==> src/rtl/afifo_wr_arb.sv <==
// afifo_wr_arb: round-robin arbiter sharing one AFIFO write port among NUM_REQ requesters.
// Latency: 1 cycle of arbitration in IDLE, then one beat per cycle; 1-cycle IDLE bubble between bursts.
// Backpressure: fifo_full drops req_ready and fifo_wr_en combinationally; beat count holds while full.
// Optional feature: define AFIFO_ARB_STAT_EN for per-requester saturating accepted-beat counters.
module afifo_wr_arb #(
  parameter int NUM_REQ    = 4,
  parameter int DATA_WIDTH = 32,
  parameter int MAX_BURST  = 4
) (
  input  logic                            clk,
  input  logic                            rst,
  input  logic [NUM_REQ-1:0]              req_valid,
  input  logic [NUM_REQ-1:0]              req_last,
  input  logic [NUM_REQ*DATA_WIDTH-1:0]   req_data,
  output logic [NUM_REQ-1:0]              req_ready,
  input  logic                            fifo_full,
  output logic                            fifo_wr_en,
  output logic [DATA_WIDTH-1:0]           fifo_wdata,
  output logic [$clog2(NUM_REQ)-1:0]      grant_id,
  output logic                            busy,
  output logic [NUM_REQ*16-1:0]           stat_cnt
);

  localparam int ID_W = $clog2(NUM_REQ);
  localparam int BC_W = $clog2(MAX_BURST) + 1;

  typedef enum logic {IDLE, BURST} state_t;

  state_t            state, state_nxt;
  logic [ID_W-1:0]   grant_nxt;
  logic [ID_W-1:0]   last_grant, last_nxt;
  logic [BC_W-1:0]   beat_cnt, beat_nxt;
  logic [ID_W-1:0]   sel;
  logic [ID_W-1:0]   idx;
  logic              in_burst;
  logic              accept;
  logic              burst_end;

  // Round-robin pick: scan from last_grant+N down to last_grant+1 so the nearest valid wins.
  always_comb begin
    sel = last_grant;
    idx = '0;
    for (int k = NUM_REQ; k >= 1; k--) begin
      idx = ID_W'((int'(last_grant) + k) % NUM_REQ);
      if (req_valid[idx]) sel = idx;
    end
  end

  // Datapath outputs; reset gates them so an abandoned burst never writes in the reset cycle.
  always_comb begin
    in_burst   = (state == BURST) && !rst;
    req_ready  = '0;
    if (in_burst && !fifo_full) req_ready[grant_id] = 1'b1;
    fifo_wr_en = in_burst && req_valid[grant_id] && !fifo_full;
    fifo_wdata = req_data[DATA_WIDTH*int'(grant_id) +: DATA_WIDTH];
    accept     = fifo_wr_en;
    burst_end  = accept && (req_last[grant_id] || (beat_cnt == BC_W'(MAX_BURST - 1)));
  end

  assign busy = in_burst;

  // Next-state logic: grant in IDLE, count beats and release the lock in BURST.
  always_comb begin
    state_nxt = state;
    grant_nxt = grant_id;
    last_nxt  = last_grant;
    beat_nxt  = beat_cnt;
    case (state)
      IDLE: begin
        if (|req_valid) begin
          grant_nxt = sel;
          beat_nxt  = '0;
          state_nxt = BURST;
        end
      end
      BURST: begin
        if (accept) beat_nxt = beat_cnt + BC_W'(1);
        if (burst_end) begin
          state_nxt = IDLE;
          last_nxt  = grant_id;
        end
      end
      default: state_nxt = IDLE;
    endcase
  end

  // State register; reset restores requester 0 as first priority.
  always_ff @(posedge clk) begin
    if (rst) begin
      state      <= IDLE;
      grant_id   <= '0;
      last_grant <= ID_W'(NUM_REQ - 1);
      beat_cnt   <= '0;
    end else begin
      state      <= state_nxt;
      grant_id   <= grant_nxt;
      last_grant <= last_nxt;
      beat_cnt   <= beat_nxt;
    end
  end

`ifdef AFIFO_ARB_STAT_EN
  logic [15:0] stat_q [NUM_REQ];

  // Per-requester accepted-beat counters, saturating at all-ones.
  always_ff @(posedge clk) begin
    if (rst) begin
      for (int i = 0; i < NUM_REQ; i++) stat_q[i] <= '0;
    end else begin
      for (int i = 0; i < NUM_REQ; i++) begin
        if (accept && (grant_id == ID_W'(i)) && (stat_q[i] != 16'hFFFF))
          stat_q[i] <= stat_q[i] + 16'd1;
      end
    end
  end

  for (genvar g = 0; g < NUM_REQ; g++) begin : g_stat
    assign stat_cnt[g*16 +: 16] = stat_q[g];
  end
`else
  assign stat_cnt = '0;
`endif

endmodule

==> config.mk <==
export PLATFORM = sky130hd
export DESIGN_NAME = afifo_wr_arb
export DESIGN_NICKNAME = d
export VERILOG_FILES = /design/src/rtl/afifo_wr_arb.sv
export SDC_FILE = /design/constraint.sdc
export NUM_CORES = 1
export LEC_CHECK = 0
export ABC_CLOCK_PERIOD_IN_PS = 1600
export CAP_MARGIN = 20
export CORE_AREA = 2 2 95 97
export DETAILED_ROUTE_END_ITERATION = 8
export DIE_AREA = 0 0 97 99
export PLACE_DENSITY_LB_ADDON = 0.08
export SYNTH_ARGS = -nofsm -noshare
export SYNTH_HDL_FRONTEND = slang
export SYNTH_SLANG_ARGS = --single-unit
==> constraint.sdc <==
create_clock -name clk -period 1.6 [get_ports clk]
set_input_delay 0.32 -clock clk [delete_from_list [all_inputs] [get_ports clk]]
set_output_delay 0.32 -clock clk [all_outputs]
set_load 0.01 [all_outputs]
==> results of run 1 <==
==> repair_timing <==
item	4_1_cts	5_1_grt
resized for setup	202	26
buffers inserted	15	1
cloned	3	0
endpoints found under the setup margin	45	43
pin swaps	4	4
==> kinds of logic after synthesis <==
group,after synthesis,synth area share (%)
compound gates,21,7.30
fa+ha+maj,2,1.33
buf+inv,79,29.9
flops,8,8.49
mux,39,43.5
other cells,1,0.199
simple gates,30,9.36
==> how the worst max path moves through the flow <==
stage / from / to / slack (ps)
6_report: grant_id[0] / fifo_wdata[9] / -190
5_1_grt: grant_id[0] / fifo_wdata[9] / -250
4_1_cts: grant_id[0] / fifo_wdata[9] / -240
3_5_place_dp: rst / fifo_wr_en / -610
3_3_place_gp: rst / fifo_wr_en / -590
2_1_floorplan: grant_id[0] / fifo_wdata[0] / 10
==> cell type report <==
type                    instances  area, sq um  area share [%]
repair buffers                216         2080            53.1
clock buffers                   3         41.3            1.06
flip-flops and latches          8          170            4.35
inverters                       5         18.8           0.480
well taps                     108          135            3.46
multi-input cells             156         1470            37.6
==> routing by layer <==
metal	GRT usage (%)	wire (um)	vias to the layer above
met2	30.4	4380	114
met3	4.26	608	4
met4	1.84	73	0
li1	-	-	966
met5	0	0	-
met1	21.2	3350	988
==> state kept, by name, summed over array words and instances (netlist names) <==
signal,count
last_grant,2
state,1
beat_cnt,3
grant_id,2
==> through the flow <==
| stage | hold WS (ps) | setup WS [ps] |
|---|---|---|
| after floorplan | 461 | 12.0 |
| after global placement | 474 | -587 |
| after detailed placement | 470 | -609 |
| after CTS | 481 | -244 |
| after global routing | 529 | -250 |
| final | 520 | -193 |
==> power by group through the flow <==
stage	Combinational, uW	Sequential, uW	Clock, uW
floorplan	567	220	0
global placement	1080	222	0
detailed placement	1090	222	0
CTS	1150	219	256
global route	1210	225	270
finish	1130	223	251
==> worst register-to-register path: stages, from the launching register on <==
cell     delay (ps)
dfxtp_4         410
buf_4           140
buf_12          100
mux4_2          320
nand2_2         100
buf_4           110
buf_6           100
mux2_4          300
nor2_2           70
==> layout by cell type, fill, tap and decap left out, types with 6 or more instances in the layout <==
cell / n
clkdlybuf4s50_1: 132
conb_1: 64
mux4_2: 34
buf_4: 27
buf_6: 24
buf_2: 18
o21ai_0: 9
nor2_1: 7
dlygate4sd2_1: 6
==> results.md, run 1 <==
- Run status: complete, but fails checks
- Failing checks: negative setup slack
- Achievable frequency: 558 MHz
- Post-Syn Area per Cell: 10.5 sq um
- Worst clock skew on the final layout: 1.27 ps
- Sum Neg Setup Slack: -5820 ps
- Final period util: 112%
- Largest stage delay on the critical path: 520 ps
- CP bufs+invs: 2
- Layout Cell Area excl Fill: 3910 sq um
- Die X: 97 um
- Synth Register Bits: 8
- Number of distinct library cells after synthesis: 36
- Prevailing post-synth register cell: dfxtp_1
- Maximum number of pins on one net before global-route repair: 20
- Area share of the largest cell type after synthesis: 40.6%
- Row cnt: 34
- CTS Hold Bufs: 0
- Worst min-delay path startpoint: beat_cnt[1]
- Worst voltage drop across the vdd grid: 0.414 mV
- Crit. End Element: output pin
- CP startpoint kind: flop
- Crit path setup slack, layout: -193 ps
- Path type of the worst setup path: flop to output pin
- Via count: 2072
- Length in cells of the worst reg-to-reg path: 8
- Number of DRC violations after detailed-routing iteration 0: 45
- Portion of total power attributed to combinational logic: 70.5%
- Cell count after placement: 479
- Count of input and output buffers: 178
- Internal: 1100 uW
- Drt first pass iters: 4
- Sequential cell area fraction in the yosys report: 8.49%
- Deepest clock path buffer count: 2
- Sequential fraction of design power: 13.9%
- Total stage count of the critical path: 3
- Critical path cell sequence: buf_6 > mux4_2 > buf_6
- Most used standard cell by instance count after synthesis: buf_4
- Clock network fraction of total power: 15.6%
- Final hold violation count: 0
- Average detailed-routed wire length per instance: 17.0 um
- Pleak: 0.00163 uW
- Number of diodes added for antenna fixing: 0
- Post-detailed-route count of antenna-violating nets: 0
- Final Critical Period: 1790 ps
- Slack of the worst reg-to-reg path: -100 ps
- DIE HEIGHT: 99 um
- Final cell count without fillers: 496
- Clock-pin slew of the registers on the worst-case setup and hold paths: 40 ps
- Placed standard-cell area: 3700 sq um
- Power density over the cells: 410 nW/um^2
- Initial antenna violation count: 0
- Area of the die: 9600 sq um
- Number of global-route vias before repair: 2106
- Number of H-tree branching levels: 1
- Clock tree root driver cell: clkbuf_8
- Starting density of the core: 22.1%
- Final core utilization: 45.7%
- Gr usage total: 16.9%
- Post-Synthesis Cell Area: 1890 sq um
- Req. time, crit path: 1280 ps
- Synth area leaders: mux4_2 (41%), buf_4 (27%), dfxtp_1 (8.5%)
- Cell type of the slowest stage on the worst timing path: mux4_2
- First-pass GRT wire length: 12.7 mm
- # DRC: 0
- Final-layout fill cell count: 838
- Reg-to-Reg End: beat_cnt[0]
- TritonCTS clock tree: built
- Cell type contributing the most total cell area after synthesis: mux4_2
- Largest fanout on the critical path: 7
- Final Wtd Congestion: 0.780
- Top Family by Delay on Critical Path: multiplexers
- Via density per instance: 4.18
- Min-Delay Path Depth: 2
- DP Wirelength: 6.79 mm
- Number of pins with negative max-slew slack in the final report: 0
- Total wire length after detailed routing: 8.41 mm
- Synth cell count leaders: buf_4 (67), mux4_2 (34), o21ai_0 (9), dfxtp_1 (8), nor2_1 (8)
- Floorplan core area: 8550 sq um
- Overall Power: 1600 uW
- Worst path arrival time: 1470 ps
- Worst path most repeated cell: buf_6
- Count of flip-flops with a built-in enable after synthesis: 0
- Total number of yosys warnings: 0
- Reg2reg start: grant_id[0]
- Layout cells sized above 1: 35.1%
- Instance count of the mapped netlist: 180
- Number of maximum-capacitance violations: 0
- GRT Residual Overflow: 0
- Final setup violation count: 37
- Switching pwr: 505 uW
- Clk_lat worst skew: 230 ps
- Top-level I/O count: 243
- Sinks on Clock Net: 8
- Final net count: 531
- Total clock buffers created by CTS: 3
- Terminating pin of the worst hold path: beat_cnt[1]
- Async set or reset register ratio after synthesis: 0%
- Proportion of total power due to net switching: 31.5%
- Layout Area Growth over Synthesis: 107%
- Hold Crit Class: flop to flop
- RSZ-0062 raised after global routing: true
No activity file was read; power rests on OpenSTA's default activity.
==> run 2, diff against run 1 <==
==> constraint.sdc (replaced) <==
create_clock -name clk -period 1.6 [get_ports clk]
set_input_delay 0.4 -clock clk [delete_from_list [all_inputs] [get_ports clk]]
set_output_delay 0.4 -clock clk [all_outputs]
set_load 0.01 [all_outputs]
==> run 2 against run 1 <==
Compared with the run above: final cell count did not move; clock power about the same; critical path type unchanged; largest power group unchanged; utilization increased by 0.76 points; sequential power about the same; the flow still finishes with violations (negative setup slack); global-route usage grew 0.38 points.
==> results.md, run 2 (synthesized netlist as in run 1, its figures left out) <==
- Deepest clock path buffer count: 2 (unchanged)
- Final cell count without fillers: 496 (unchanged)
- DP Wirelength: 6.95 mm (was 6.79 mm)
- Top-level I/O count: 243 (unchanged)
- Drt first pass iters: 4 (unchanged)
- Crit. End Element: output pin (unchanged)
- RSZ-0062 raised after global routing: true (unchanged)
- Leading registers by flop count: beat_cnt: 3 flops, grant_id: 2 flops, last_grant: 2 flops (unchanged)
- Crit path setup slack, layout: -332 ps (was -193 ps)
- Number of DRC violations after detailed-routing iteration 0: 43 (was 45)
- Initial antenna violation count: 0 (unchanged)
- Final Wtd Congestion: 0.878 (was 0.780)
- Largest fanout on the critical path: 8 (was 7)
- Total clock buffers created by CTS: 3 (unchanged)
- Failing checks: negative setup slack (unchanged)
- Achievable frequency: 518 MHz (was 558 MHz)
- Post-detailed-route count of antenna-violating nets: 0 (unchanged)
- Via count: 2120 (was 2072)
- Clk_lat worst skew: 230 ps (about the same)
- Slack of the worst reg-to-reg path: -60 ps (was -100 ps)
- Total wire length after detailed routing: 8.62 mm (was 8.41 mm)
- Worst hold slack after final layout: 495 ps (was 520 ps)
- Reg-to-Reg End: beat_cnt[2] (was beat_cnt[0])
- TritonCTS clock tree: built (unchanged)
- Number of H-tree branching levels: 1 (unchanged)
- Final net count: 531 (unchanged)
- Overall Power: 1630 uW (was 1600 uW)
- Worst clock skew on the final layout: 1.65 ps (was 1.27 ps)
- Starting density of the core: 22.1% (unchanged)
- Number of pins with negative max-slew slack in the final report: 0 (unchanged)
- CTS Hold Bufs: 0 (unchanged)
- Number of global-route vias before repair: 2098 (was 2106)
- Worst path arrival time: 1530 ps (was 1470 ps)
- Sum Neg Setup Slack: -9370 ps (was -5820 ps)
- DIE HEIGHT: 99 um (unchanged)
- Area of the die: 9600 sq um (unchanged)
- First-pass GRT wire length: 13.0 mm (was 12.7 mm)
- Die X: 97 um (unchanged)
- Final Critical Period: 1930 ps (was 1790 ps)
- Crit path to: fifo_wdata[25] (was fifo_wdata[9])
- Pleak: 0.00167 uW (was 0.00163 uW)
- GRT Residual Overflow: 0 (unchanged)
- Run status: complete, but fails checks (unchanged)
- Layout Area Growth over Synthesis: 111% (was 107%)
- Reg2reg start: grant_id[0] (unchanged)
- Floorplan core area: 8550 sq um (unchanged)
- CP startpoint kind: flop (unchanged)
- Final setup violation count: 40 (was 37)
- Clock tree root driver cell: clkbuf_8 (unchanged)
- Count of input and output buffers: 178 (unchanged)
- Average detailed-routed wire length per instance: 17.4 um (was 17.0 um)
- Top register by number of flip-flops: beat_cnt (unchanged)
- Req. time, crit path: 1200 ps (was 1280 ps)
- Gr usage total: 17.3% (was 16.9%)
- Final hold violation count: 0 (unchanged)
- Length in cells of the worst reg-to-reg path: 7 (was 8)
- Sinks on Clock Net: 8 (unchanged)
- Via density per instance: 4.27 (was 4.18)
- Most frequent cells in the layout: clkdlybuf4s50_1 (123), conb_1 (64), mux4_2 (34), buf_6 (25), buf_4 (23) (was clkdlybuf4s50_1 (132), conb_1 (64), mux4_2 (34), buf_4 (27), buf_6 (24))
- Clock-pin slew of the registers on the worst-case setup and hold paths: 40 ps (about the same)
- Worst voltage drop across the vdd grid: 0.184 mV (was 0.414 mV)
- Leading cell type in the layout, fill and taps excluded: clkdlybuf4s50_1 (unchanged)
- Power density over the cells: 410 nW/um^2 (about the same)
- Number of diodes added for antenna fixing: 0 (unchanged)
- Hold Crit Class: flop to flop (unchanged)
- Number of flip-flops under the largest register name: 3 (unchanged)
- Maximum number of pins on one net before global-route repair: 21 (was 20)
- # DRC: 0 (unchanged)
- Path type of the worst setup path: flop to output pin (unchanged)
- Launch point of the worst path: grant_id[0] (unchanged)
- Setup slack at placement: -779 ps (was -609 ps)
- Number of maximum-capacitance violations: 0 (unchanged)
- Layout cells sized above 1: 35.3% (was 35.1%)
- Row cnt: 34 (unchanged)
- Cell count after placement: 478 (was 479)
- Final period util: 121% (was 112%)
run 2: worst min-delay path by stage:
stage                            from  slack (ps)  depth (start not counted)           to
final                     beat_cnt[1]         490                          2  beat_cnt[1]
after global routing      beat_cnt[1]         500                          2  beat_cnt[1]
after CTS                 beat_cnt[1]         500                          2  beat_cnt[1]
after detailed placement  beat_cnt[1]         480                          2  beat_cnt[1]
after global placement    beat_cnt[1]         480                          2  beat_cnt[1]
after floorplan           beat_cnt[1]         460                          2  beat_cnt[1]
run 2: worst max-delay path, stage by stage, from the launching register on:
cell and delay, ps:
dfxtp_4 390, buf_4 130, buf_12 130, mux4_2 510
buf_6 140
run 2: layout make-up:
class                           count  area [sq um]
Fill cell                         827          4580
Sequential cell                     8           171
Multi-Input combinational cell    156          1470
Tap cell                          108           135
Inverter                            5          18.8
Clock buffer                        3          41.3
Timing Repair Buffer              216          2140
run 2: stage by stage:
stage	instance area, sq um	util, %
4_1_cts	3910	45.7
5_1_grt	3980	46.5
6_report	3980	46.5
3_3_place_gp	3710	43.4
3_5_place_dp	3710	43.4
2_1_floorplan	2180	-
run 2: layer usage:
layer	part of all wire [%]	track usage, %	up-vias
met4	0.73	2.28	0
li1	-	-	966
met3	8.1	4.26	4
met1	39	20.9	1030
met5	0	0	-
met2	52	31.9	120
run 2: timing repair:
item / CTS / global route
hold endpoints to repair: 0 / 0
gates cloned: 3 / 0
resized for setup: 208 / 23
setup endpoints to repair: 48 / 44
pin swaps: 6 / 2
setup buffers: 13 / 2
run 2: where the power goes:
part | switching (uW) | internal (uW)
Combinational | 409 | 750
Sequential | 15.2 | 208
Clock | 84.9 | 164
Total | 509 | 1120
